==> src/rtl/fll_pkg.sv <==
// ---------------------------------------------------------------------------
// fll_pkg
// Shared types and helpers for the FLL frequency discriminator.
//   fll_state_t : window sequencer states (IDLE, GATE, DONE)
//   delta_w()   : width of the signed count difference for a given counter
//                 width (one extra bit so the difference of two unsigned
//                 CNT_W values always fits)
// ---------------------------------------------------------------------------
package fll_pkg;

    typedef enum logic [1:0] {
        IDLE = 2'd0,
        GATE = 2'd1,
        DONE = 2'd2
    } fll_state_t;

    function automatic int delta_w(input int cnt_w);
        return cnt_w + 1;
    endfunction

endpackage

==> src/rtl/zc_schmitt_cnt.sv <==
// ---------------------------------------------------------------------------
// zc_schmitt_cnt
// One hysteresis-qualified positive zero-crossing detector plus a saturating
// event counter with a sticky overflow flag.
//   clk, reset_l : clock, asynchronous active-low reset
//   clk_en_i     : sample strobe; the detector only looks at strobed samples
//   clr_i        : clear count and overflow (window start); wins over counting
//   cnt_en_i     : counting window open
//   sample_i     : signed sample
//   cnt_nxt_o    : count value after this cycle (next-state view)
//   ovf_nxt_o    : overflow flag after this cycle (next-state view)
// The next-state views let the parent capture a window result on the same
// edge that counts the final strobe.
// ---------------------------------------------------------------------------
module zc_schmitt_cnt
    import fll_pkg::*;
#(
    parameter int DATA_W = 32,
    parameter int CNT_W  = 24,
    parameter int HYST   = 100
) (
    input  logic                     clk,
    input  logic                     reset_l,
    input  logic                     clk_en_i,
    input  logic                     clr_i,
    input  logic                     cnt_en_i,
    input  logic signed [DATA_W-1:0] sample_i,
    output logic        [CNT_W-1:0]  cnt_nxt_o,
    output logic                     ovf_nxt_o
);

    localparam logic signed [DATA_W-1:0] HYST_POS = DATA_W'(HYST);
    localparam logic signed [DATA_W-1:0] HYST_NEG = -HYST_POS;
    localparam logic        [CNT_W-1:0]  CNT_MAX  = {CNT_W{1'b1}};

    logic             neg_q;
    logic             neg_d;
    logic             event_s;
    logic [CNT_W-1:0] cnt_q;
    logic [CNT_W-1:0] cnt_d;
    logic             ovf_q;
    logic             ovf_d;

    // Schmitt detector: arm on a low excursion, fire (and disarm) on a high one
    always_comb begin
        event_s = 1'b0;
        neg_d   = neg_q;
        if (clk_en_i) begin
            if (neg_q && (sample_i >= HYST_POS)) begin
                event_s = 1'b1;
                neg_d   = 1'b0;
            end else if (sample_i <= HYST_NEG) begin
                neg_d   = 1'b1;
            end else begin
                neg_d   = neg_q;
            end
        end else begin
            neg_d = neg_q;
        end
    end

    // Saturating counter; an event that would wrap sets the sticky overflow
    always_comb begin
        cnt_d = cnt_q;
        ovf_d = ovf_q;
        if (clr_i) begin
            cnt_d = '0;
            ovf_d = 1'b0;
        end else if (cnt_en_i && event_s) begin
            if (cnt_q == CNT_MAX) begin
                ovf_d = 1'b1;
            end else begin
                cnt_d = cnt_q + CNT_W'(1);
            end
        end else begin
            cnt_d = cnt_q;
        end
    end

    // Detector flag and counter state
    always_ff @(posedge clk or negedge reset_l) begin
        if (!reset_l) begin
            neg_q <= 1'b0;
            cnt_q <= '0;
            ovf_q <= 1'b0;
        end else begin
            neg_q <= neg_d;
            cnt_q <= cnt_d;
            ovf_q <= ovf_d;
        end
    end

    assign cnt_nxt_o = cnt_d;
    assign ovf_nxt_o = ovf_d;

endmodule

==> src/rtl/fll_freq_disc.sv <==
// ---------------------------------------------------------------------------
// fll_freq_disc
// Frequency discriminator for the FLL: counts qualified positive crossings of
// the input and of the NCO signal over a gate of gate_len sample strobes and
// reports count_gen - count_input at the end of each window.
//   clk, reset_l   : clock, asynchronous active-low reset
//   clk_en         : sample strobe
//   start          : request one window (ignored while busy)
//   continuous     : run windows back-to-back while high
//   gate_len       : window length in strobes (0 behaves as 1), latched at
//                    window start
//   signal_input   : signed input samples
//   signal_gen     : signed generator samples
//   delta          : signed count difference, holds the last result
//   delta_valid    : one-cycle pulse when delta updates
//   ovf            : {gen, input} counter saturated in the last window
//   lock           : LOCK_N consecutive in-tolerance windows seen
//   busy           : window sequencer in GATE or DONE
// ---------------------------------------------------------------------------
module fll_freq_disc
    import fll_pkg::*;
#(
    parameter int DATA_W   = 32,
    parameter int CNT_W    = 24,
    parameter int GATE_W   = 32,
    parameter int HYST     = 100,
    parameter int LOCK_TOL = 2,
    parameter int LOCK_N   = 4
) (
    input  logic                            clk,
    input  logic                            reset_l,
    input  logic                            clk_en,
    input  logic                            start,
    input  logic                            continuous,
    input  logic        [GATE_W-1:0]        gate_len,
    input  logic signed [DATA_W-1:0]        signal_input,
    input  logic signed [DATA_W-1:0]        signal_gen,
    output logic signed [delta_w(CNT_W)-1:0] delta,
    output logic                            delta_valid,
    output logic        [1:0]               ovf,
    output logic                            lock,
    output logic                            busy
);

    localparam int DW       = delta_w(CNT_W);
    localparam int STREAK_W = $clog2(LOCK_N + 1);

    fll_state_t             state_q;
    fll_state_t             state_d;
    logic [GATE_W-1:0]      gate_q;
    logic [GATE_W-1:0]      gate_d;
    logic                   clr_s;
    logic                   gate_open_s;
    logic                   done_fire_s;

    logic [CNT_W-1:0]       cnt_in_nxt_s;
    logic [CNT_W-1:0]       cnt_gen_nxt_s;
    logic                   ovf_in_nxt_s;
    logic                   ovf_gen_nxt_s;

    logic signed [DW-1:0]   delta_d;
    logic        [DW-1:0]   delta_mag_s;
    logic                   in_tol_s;
    logic [STREAK_W-1:0]    streak_q;
    logic [STREAK_W-1:0]    streak_d;

    logic signed [DW-1:0]   delta_q;
    logic                   delta_valid_q;
    logic [1:0]             ovf_q;
    logic                   lock_q;
    logic                   busy_q;

    zc_schmitt_cnt #(
        .DATA_W (DATA_W),
        .CNT_W  (CNT_W),
        .HYST   (HYST)
    ) u_zc_input (
        .clk       (clk),
        .reset_l   (reset_l),
        .clk_en_i  (clk_en),
        .clr_i     (clr_s),
        .cnt_en_i  (gate_open_s),
        .sample_i  (signal_input),
        .cnt_nxt_o (cnt_in_nxt_s),
        .ovf_nxt_o (ovf_in_nxt_s)
    );

    zc_schmitt_cnt #(
        .DATA_W (DATA_W),
        .CNT_W  (CNT_W),
        .HYST   (HYST)
    ) u_zc_gen (
        .clk       (clk),
        .reset_l   (reset_l),
        .clk_en_i  (clk_en),
        .clr_i     (clr_s),
        .cnt_en_i  (gate_open_s),
        .sample_i  (signal_gen),
        .cnt_nxt_o (cnt_gen_nxt_s),
        .ovf_nxt_o (ovf_gen_nxt_s)
    );

    // Window sequencer: next state plus window-boundary strobes
    always_comb begin
        state_d     = state_q;
        clr_s       = 1'b0;
        gate_open_s = 1'b0;
        done_fire_s = 1'b0;
        case (state_q)
            IDLE: begin
                if (start || continuous) begin
                    state_d = GATE;
                    clr_s   = 1'b1;
                end else begin
                    state_d = IDLE;
                end
            end
            GATE: begin
                gate_open_s = 1'b1;
                // Last strobe of the window: its crossing is still counted
                if (clk_en && (gate_q == GATE_W'(1))) begin
                    state_d     = DONE;
                    done_fire_s = 1'b1;
                end else begin
                    state_d = GATE;
                end
            end
            DONE: begin
                if (continuous) begin
                    state_d = GATE;
                    clr_s   = 1'b1;
                end else begin
                    state_d = IDLE;
                end
            end
            default: begin
                state_d = IDLE;
            end
        endcase
    end

    // Gate strobe counter: loaded on window entry, counts strobes down
    always_comb begin
        gate_d = gate_q;
        if (clr_s) begin
            gate_d = (gate_len == '0) ? GATE_W'(1) : gate_len;
        end else if (gate_open_s && clk_en) begin
            gate_d = gate_q - GATE_W'(1);
        end else begin
            gate_d = gate_q;
        end
    end

    // Result and lock qualification from the post-final-strobe counts
    always_comb begin
        delta_d     = $signed({1'b0, cnt_gen_nxt_s}) - $signed({1'b0, cnt_in_nxt_s});
        delta_mag_s = delta_d[DW-1] ? DW'(-delta_d) : DW'(delta_d);
        in_tol_s    = (delta_mag_s <= DW'(LOCK_TOL)) && !ovf_in_nxt_s && !ovf_gen_nxt_s;
        if (!in_tol_s) begin
            streak_d = '0;
        end else if (streak_q == STREAK_W'(LOCK_N)) begin
            streak_d = streak_q;
        end else begin
            streak_d = streak_q + STREAK_W'(1);
        end
    end

    // Sequencer state and gate counter registers
    always_ff @(posedge clk or negedge reset_l) begin
        if (!reset_l) begin
            state_q <= IDLE;
            gate_q  <= '0;
        end else begin
            state_q <= state_d;
            gate_q  <= gate_d;
        end
    end

    // Registered outputs; the result is captured on the edge into DONE
    always_ff @(posedge clk or negedge reset_l) begin
        if (!reset_l) begin
            delta_q       <= '0;
            delta_valid_q <= 1'b0;
            ovf_q         <= 2'b00;
            streak_q      <= '0;
            lock_q        <= 1'b0;
            busy_q        <= 1'b0;
        end else begin
            delta_valid_q <= done_fire_s;
            busy_q        <= (state_d != IDLE);
            if (done_fire_s) begin
                delta_q  <= delta_d;
                ovf_q    <= {ovf_gen_nxt_s, ovf_in_nxt_s};
                streak_q <= streak_d;
                lock_q   <= (streak_d == STREAK_W'(LOCK_N));
            end
        end
    end

    assign delta       = delta_q;
    assign delta_valid = delta_valid_q;
    assign ovf         = ovf_q;
    assign lock        = lock_q;
    assign busy        = busy_q;

endmodule

==> config.mk <==
export PLATFORM = sky130hd
export DESIGN_NAME = fll_freq_disc
export DESIGN_NICKNAME = d
export VERILOG_FILES = /design/src/rtl/fll_pkg.sv /design/src/rtl/zc_schmitt_cnt.sv /design/src/rtl/fll_freq_disc.sv
export SDC_FILE = /design/constraint.sdc
export NUM_CORES = 1
export LEC_CHECK = 0
export ABC_AREA = 1
export CORE_MARGIN = 2
export CORE_UTILIZATION = 40
export DETAILED_ROUTE_END_ITERATION = 10
export PLACE_DENSITY = 0.67
export SETUP_SLACK_MARGIN = 0.05
export SLEW_MARGIN = 20
export SYNTH_ARGS = -nofsm -noshare
export SYNTH_HDL_FRONTEND = slang
export SYNTH_SLANG_ARGS = --single-unit
==> constraint.sdc <==
create_clock -name clk -period 4.15 [get_ports clk]
set_input_delay 0.83 -clock clk [delete_from_list [all_inputs] [get_ports clk]]
set_output_delay 0.83 -clock clk [all_outputs]
set_load 0.03 [all_outputs]
# --- Yosys cells after proc, flatten, opt, wreduce, memory -nomap -nowiden ---
# Index checks and enable logic that the tools add are counted.
word_totals:
  reg_bits: 119
  input_bits: 101
classes:
  n_addsub: 6
  magnitude_cmp: 5
  n_eq_ne: 7
  n_mux: 36
  reduce_logical: 19
op_table:
  columns: ["operator", "count"]
  rows:
  - ["24-bit 2-to-1 mux", 6]
  - ["32-bit 2-to-1 mux", 3]
  - ["32-bit by 8-bit >= comparator with 1-bit output, second input constant", 2]
  - ["32-bit by 8-bit <= comparator with 1-bit output, second input constant", 2]
  - ["24-bit by 1-bit adder with 24-bit output, second input constant", 2]
  - ["24-bit == test, second input constant", 2]
  - ["32-bit by 1-bit == test with 1-bit output, second input constant", 1]
  - ["32-bit logical NOT", 1]
  - ["32-bit by 1-bit subtractor with 32-bit output, second input constant", 1]
  - ["25-bit by 2-bit <= comparator with 1-bit output, second input constant", 1]
  - ["25-bit 2-to-1 mux", 1]
  - ["25-bit negator", 1]
  - ["24-bit by 24-bit subtractor with 25-bit output", 1]
  - ["1-bit 2-to-1 mux", 21]
  - ["1-bit logical AND", 8]
  - ["2-bit nonzero test", 4]
  - ["3-bit == test, second input constant", 2]
  - ["3-bit 2-to-1 mux", 2]
  - ["2-bit one-hot mux with 3 select lines", 1]
  - ["2-bit AND reduction", 2]
  - ["3-bit by 1-bit adder with 3-bit output, second input constant", 1]
  - ["2-bit by 1-bit == test with 1-bit output, second input constant", 1]
  - ["2-bit == test, second input constant", 1]
  - ["1-bit logical NOT", 2]
  - ["4 further kinds", 4]

# --- Longest topological paths before layout ---
logic_depth:
  word_depth: 15
  mapped_depth: 43
  ltp_nobuf: 43

# --- Cells and area by module ---
# Synthesis repeated with hierarchy kept, for this count alone.
hier_totals:
  hier_cells: 1939
  area_unflattened_um2: 11365.9
modules_own_cells:
  columns: ["module", "instances", "cells_per_inst", "area_each_um2", "seq_area_each_um2"]
  rows:
  - ["fll_freq_disc", 1, 1083, 6561.3, 1676.6]
  - ["zc_schmitt_cnt", 2, 428, 2402.3, 650.6]

# --- Worst setup path before layout ---
# No wires, ideal clock.
synth_timing:
  kind: "input to register"
  startpoint: "input port signal_gen[7]"
  endpoint: "register streak_q[0]"
  setup_ns: 0.077
  t_arrival_ns: 4.590
  t_required_ns: 4.073
  setup_slack_ns: -0.517
  path_stages: 35
  n_path_buf: 1
  path_cell_list: "inv_1 -> nand3_1 -> nor2_1 -> o21ai_0 -> nand3b_1 -> nor2_1 -> nor2_1 -> nand3_1 -> nor2_1 -> inv_2 -> nor2_1 -> nand3_1 -> nor2_1 -> nand2_1 -> clkinv_1 -> nand3_1 -> o21ai_0 -> a21oi_1 -> ha_1 -> nand2_1 -> nor2_1 -> nand2_1 -> or2_1 -> nand3_2 -> inv_2 -> buf_2 -> nand3_1 -> o21ai_1 -> nor2_1 -> nand3b_1 -> nor2_1 -> nand3_1 -> nor2_2 -> nand3_1 -> o21ai_1"
synth_via:
  elab_chain_len: 14
  word_cells_on_any_way: 17
  classes_between: "add/sub: 2; order compare: 2; mux: 8; reduce/logical: 5"
synth_rtl:
  columns: ["element", "line_no", "rtl"]
  rows:
  - ["start, declared", "fll_freq_disc.sv:37", "input logic signed [DATA_W-1:0] signal_gen,"]
  - ["32-bit by 8-bit >= comparator with 1-bit output *", "zc_schmitt_cnt.sv:49", "if (neg_q && (sample_i >= HYST_POS)) begin"]
  - ["1-bit logical AND *", "zc_schmitt_cnt.sv:49", null]
  - ["1-bit 2-to-1 mux *", "zc_schmitt_cnt.sv:49", null]
  - ["1-bit 2-to-1 mux *", "zc_schmitt_cnt.sv:48", "if (clk_en_i) begin"]
  - ["1-bit logical AND *", "zc_schmitt_cnt.sv:69", "end else if (cnt_en_i && event_s) begin"]
  - ["24-bit 2-to-1 mux *", "zc_schmitt_cnt.sv:69", null]
  - ["24-bit 2-to-1 mux *", "zc_schmitt_cnt.sv:66", "if (clr_i) begin"]
  - ["net cnt_gen_nxt_s[21]", "fll_freq_disc.sv:57", "logic [CNT_W-1:0] cnt_gen_nxt_s;"]
  - ["24-bit by 24-bit subtractor with 25-bit output *", "fll_freq_disc.sv:156", "delta_d = $signed({1'b0, cnt_gen_nxt_s}) - $signed({1'b0, cnt_in_nxt_s});"]
  - ["25-bit negator", "fll_freq_disc.sv:157", "delta_mag_s = delta_d[DW-1] ? DW'(-delta_d) : DW'(delta_d);"]
  - ["25-bit 2-to-1 mux *", "fll_freq_disc.sv:157", null]
  - ["25-bit by 2-bit <= comparator with 1-bit output *", "fll_freq_disc.sv:158", "in_tol_s = (delta_mag_s <= DW'(LOCK_TOL)) && !ovf_in_nxt_s && !ovf_gen_nxt_s;"]
  - ["1-bit logical AND * (2 in series)", "fll_freq_disc.sv:158", null]
  - ["3-bit 2-to-1 mux *", "fll_freq_disc.sv:159", "if (!in_tol_s) begin"]
  - ["end signal, assigned", "fll_freq_disc.sv:194", "streak_q <= streak_d;"]
  - ["end, declared", "fll_freq_disc.sv:64", "logic [STREAK_W-1:0] streak_q;"]
# Mark *: on every way through the listed nets, which the timed path passes. The rest lies on a longest branch.
# A chain may end at the register's enable or synchronous reset.

# --- Final worst setup path ---
layout_timing:
  startpoint: "register u_zc_gen.cnt_q[1]"
  endpoint: "register streak_q[1]"
layout_via:
  elab_chain_len: 11
  word_cells_on_any_way: 16
  classes_between: "add/sub: 3; order compare: 1; eq/ne: 1; mux: 8; reduce/logical: 3"
layout_rtl:
  columns: ["element", "line_no", "rtl"]
  rows:
  - ["start, declared", "zc_schmitt_cnt.sv:39", "logic [CNT_W-1:0] cnt_q;"]
  - ["start signal, assigned", "zc_schmitt_cnt.sv:88", "cnt_q <= cnt_d;"]
  - ["24-bit by 1-bit adder with 24-bit output / 24-bit == test (equally long branches)", "zc_schmitt_cnt.sv:73, zc_schmitt_cnt.sv:70", null]
  - ["24-bit 2-to-1 mux *", "zc_schmitt_cnt.sv:70", "if (cnt_q == CNT_MAX) begin"]
  - ["24-bit 2-to-1 mux *", "zc_schmitt_cnt.sv:69", null]
  - ["24-bit 2-to-1 mux *", "zc_schmitt_cnt.sv:66", null]
  - ["net cnt_gen_nxt_s[10]", "fll_freq_disc.sv:57", null]
  - ["24-bit by 24-bit subtractor with 25-bit output *", "fll_freq_disc.sv:156", null]
  - ["25-bit negator", "fll_freq_disc.sv:157", null]
  - ["25-bit 2-to-1 mux *", "fll_freq_disc.sv:157", null]
  - ["25-bit by 2-bit <= comparator with 1-bit output *", "fll_freq_disc.sv:158", null]
  - ["1-bit logical AND * (2 in series)", "fll_freq_disc.sv:158", null]
  - ["3-bit 2-to-1 mux *", "fll_freq_disc.sv:159", null]
# Marked as above.

==> summary.txt <==
Logic synthesis
  – Sequential area share after synthesis: 0.317
  – Mux contribution to synthesized area: 0.00106
  – Synth area leaders: dfrtp_1 (32%), nand2_1 (15%), inv_1 (8.5%)
  – Synth Area per Inst: about 6.5 µm²
  – Post-synthesis cell type count: 58
  – Cell with the most instances after synthesis: nand2_1
  – Mapped cell area: roughly 9400 µm²
  – Main flop type after synthesis: dfrtp_1
  – Complex-gate fraction of the synthesized area: 0.118
  – Syn Nets: ~1,600
  – Largest family of logic cells by synthesized area: simple AND/OR/NAND/NOR gates
  – Async set-reset flop share out of synthesis: 1.00
  – Synth Area in XOR/XNOR: 0.0250
  – Flops & latches, synth: approximately 120
  – Yosys top cell by area: dfrtp_1
  – Synth cell count leaders: nand2_1 (373), inv_1 (213), nor2_1 (188)
  – Post-synth EDFFs: 0
  – Adder-Cell Fraction of Synth Area: 0.0447
  – Synth Warn #: 0
  – Post-synthesis simple-gate area fraction: 0.395
  – Post-Synthesis Cells: 1,448
  – Synth top area share: 0.317

Clocking
  – Worst-path clk slew: 0.07 ns
  – CTS Sinks: 119
  – Clock buffer depth: 2
  – Cts hold-fix bufs: 0
  – Clk Latency, worst-skew pair: 0.44 ns
  – Num CTS Buffers: 17
  – H-tree depth: 4
  – Root Driver: clkbuf_16
  – TritonCTS clock tree: built

Critical path
  – Cells on worst reg2reg path: 35
  – Max incr delay on CP: roughly 0.4 ns
  – Slowest cell on crit path: ha_1
  – Critical Path AT: between 5 and 6 ns
  – Worst r2r dst: streak_q[1]
  – CP Launch Type: register
  – Reg2Reg Launch Point: u_zc_gen.cnt_q[1]
  – Critical Path Sink Type: register
  – Reg2reg setup slack: -1.0 ns
  – Critical-path maximum fanout: 5
  – Worst setup path category: reg2reg
  – Most frequent CP cell: nand2_1
  – Worst EP required: 4.50 ns

Final layout
  – Final nets: 2,065
  – Antenna cells: 0
  – Layout cell share with drive strength beyond 1: 0.391
  – Layout area overhead: 68.9%
  – Utilization after layout: 0.683

Global routing
  – Initial antenna violation count: 0
  – Total GRT Usage: 0.281
  – Largest net degree at the start of global routing: between 50 and 60
  – First-pass GRT wire length: ~55 mm
  – Vias in the first global route: between 10,000 and 15,000
  – GR Overflow Total: 0

Min path
  – Worst min path class: in2async

STA
  – Tmin final: 5.15 ns
  – Skew final: between 0.01 and 0.015 ns
  – Period utilization: 1.24
  – Slew of the pin with the lowest slew margin: 0.684 ns
  – Final Hold Viols: 0
  – Relative slew slack: 0.544
  – Max Slew Vio Count: 0
  – Unrepaired setup endpoints after global routing: true
  – Setup WS post-layout: -0.996 ns
  – Achievable frequency: just under 200 MHz
  – Final hold slack: 0.415 ns
  – # setup viols final: 11

Place
  – HPWL after DPL: between 20 and 25 mm
  – I/O Buffers: 130
  – Routability Congestion: between 0.9 and 1

Detailed routing
  – DR pass1 iterations: 6
  – Total detailed-routing wirelength: between 30 and 40 mm
  – Routed WL per cell: between 15 and 20 µm
  – Drt initial violations: between 1,000 and 1,500
  – Antenna-violating nets left: 0
  – Post-route DRC: 0
  – Via density: around 5.4
  – Vias post-DR: 12,100

Pwr
  – Leak: 7.85 nW
  – Pwr/cell area: around 460 nW/µm²
  – Worst vdd ir: approximately 0.00074 V

Floorplanning
  – DIE AREA: between 20,000 and 25,000 µm²
  – Die Ht: between 150 and 200 µm
  – Die Span X: 157 µm
  – Core Area: about 23,000 µm²
  – # IOs: 131
  – Initial Util: 0.404
  – Rows: between 50 and 60

Outcome
  – Failing checks: setup timing
  – Status: finished, violations left

Job
  – Max-Cap Viols: 0
-- registers in the layout, indices dropped and copies added (netlist names) --
name / cells
state_q: 2
delta: 25
streak_q: 3
u_zc_gen.neg_q: 1
u_zc_gen.cnt_q: 24
busy: 1
u_zc_input.cnt_q: 24
gate_q: 32
delta_valid: 1
u_zc_input.neg_q: 1
ovf: 2
u_zc_input.ovf_q: 1
u_zc_gen.ovf_q: 1
lock: 1
-- worst max-delay path by stage --
stage	startpoint	to	slack (ns)	cells after the start
2_1_floorplan	signal_gen[7]	streak_q[0]	-0.39	35
3_3_place_gp	signal_gen[7]	streak_q[1]	-1.69	36
3_5_place_dp	signal_gen[7]	streak_q[1]	-1.83	37
4_1_cts	signal_input[6]	streak_q[0]	-0.63	41
5_1_grt	u_zc_input.cnt_q[0]	streak_q[1]	-1.13	36
6_report	u_zc_gen.cnt_q[1]	streak_q[1]	-1.0	35
-- layout by cell type (no fill, tap or decap), drive strengths merged, types with 22 or more instances in the layout --
cell,count
a21oi,54
buf,387
clkbuf,22
clkdlybuf4s50,68
dfrtp,119
dlygate4sd2,22
ha,32
inv,234
nand2,393
nand3,101
nand4,50
nor2,206
nor3,42
o21ai,89
-- report_power, final --
| group | switching [W] | total (W) | internal (W) |
|---|---|---|---|
| Sequential | 0.000118 | 0.00142 | 0.00130 |
| Clock | 0.000663 | 0.00164 | 0.000976 |
| Combinational | 0.00237 | 0.00430 | 0.00193 |
-- metrics by stage --
step | area (µm²) | worst slack [ns] | power, W | std cells | TNS (ns)
3_3_place_gp | 13100 | -1.69 | 0.00483 | 2133 | -20.54
2_1_floorplan | 9530 | -0.394 | 0.00322 | 1448 | -1.54
5_1_grt | 15900 | -1.13 | 0.00777 | 2263 | -7.16
3_5_place_dp | 13100 | -1.83 | 0.00489 | 2133 | -22.92
4_1_cts | 14900 | -0.634 | 0.00685 | 2244 | -3.36
6_report | 15900 | -0.996 | 0.00736 | 2263 | -5.15
-- cells by family after synthesis --
logic type | Yosys count
AND/OR/NAND/NOR | 828
buffers and inverters | 248
AO/OA/AOI/OAI | 193
flip-flops | 119
adder cells (fa/ha/maj) | 33
XOR/XNOR | 26
multiplexers | 1
-- worst max-delay path, delay by kind of cell (launching register included) --
kind | cells | cell delay, ns
compound gates | 1 | 0.09
buf+inv | 8 | 0.92
fa+ha+maj | 2 | 0.64
simple gates | 24 | 2.97
flops | 1 | 0.38
-- timing repair --
action	CTS	global route
setup endpoints to repair	23	22
pin swaps	140	172
gates resized for setup	332	238
setup buffers	81	31
gates cloned	0	1
-- per-layer routing --
layer | up-vias | GRT usage | part of all wire | wire length (µm)
met5 | - | 0 | 0 | 0
met4 | 0 | 0.122 | 0.046 | 1770
met3 | 165 | 0.0482 | 0.076 | 2870
met2 | 583 | 0.484 | 0.48 | 18400
met1 | 5643 | 0.345 | 0.39 | 14900
li1 | 5718 | - | - | -
-- cell type report --
type / instances / area, µm²
Clock buffer: 17 / 425
Tap cell: 319 / 399
Sequential cell: 119 / 2980
Clock inverter: 15 / 206
Inverter: 224 / 878
Timing Repair Buffer: 487 / 4070
Multi-Input combinational cell: 1081 / 6910
Fill cell: 1816 / 7380
Timing Repair inverter: 1 / 6.26
Power figures use the tool's default switching activity.
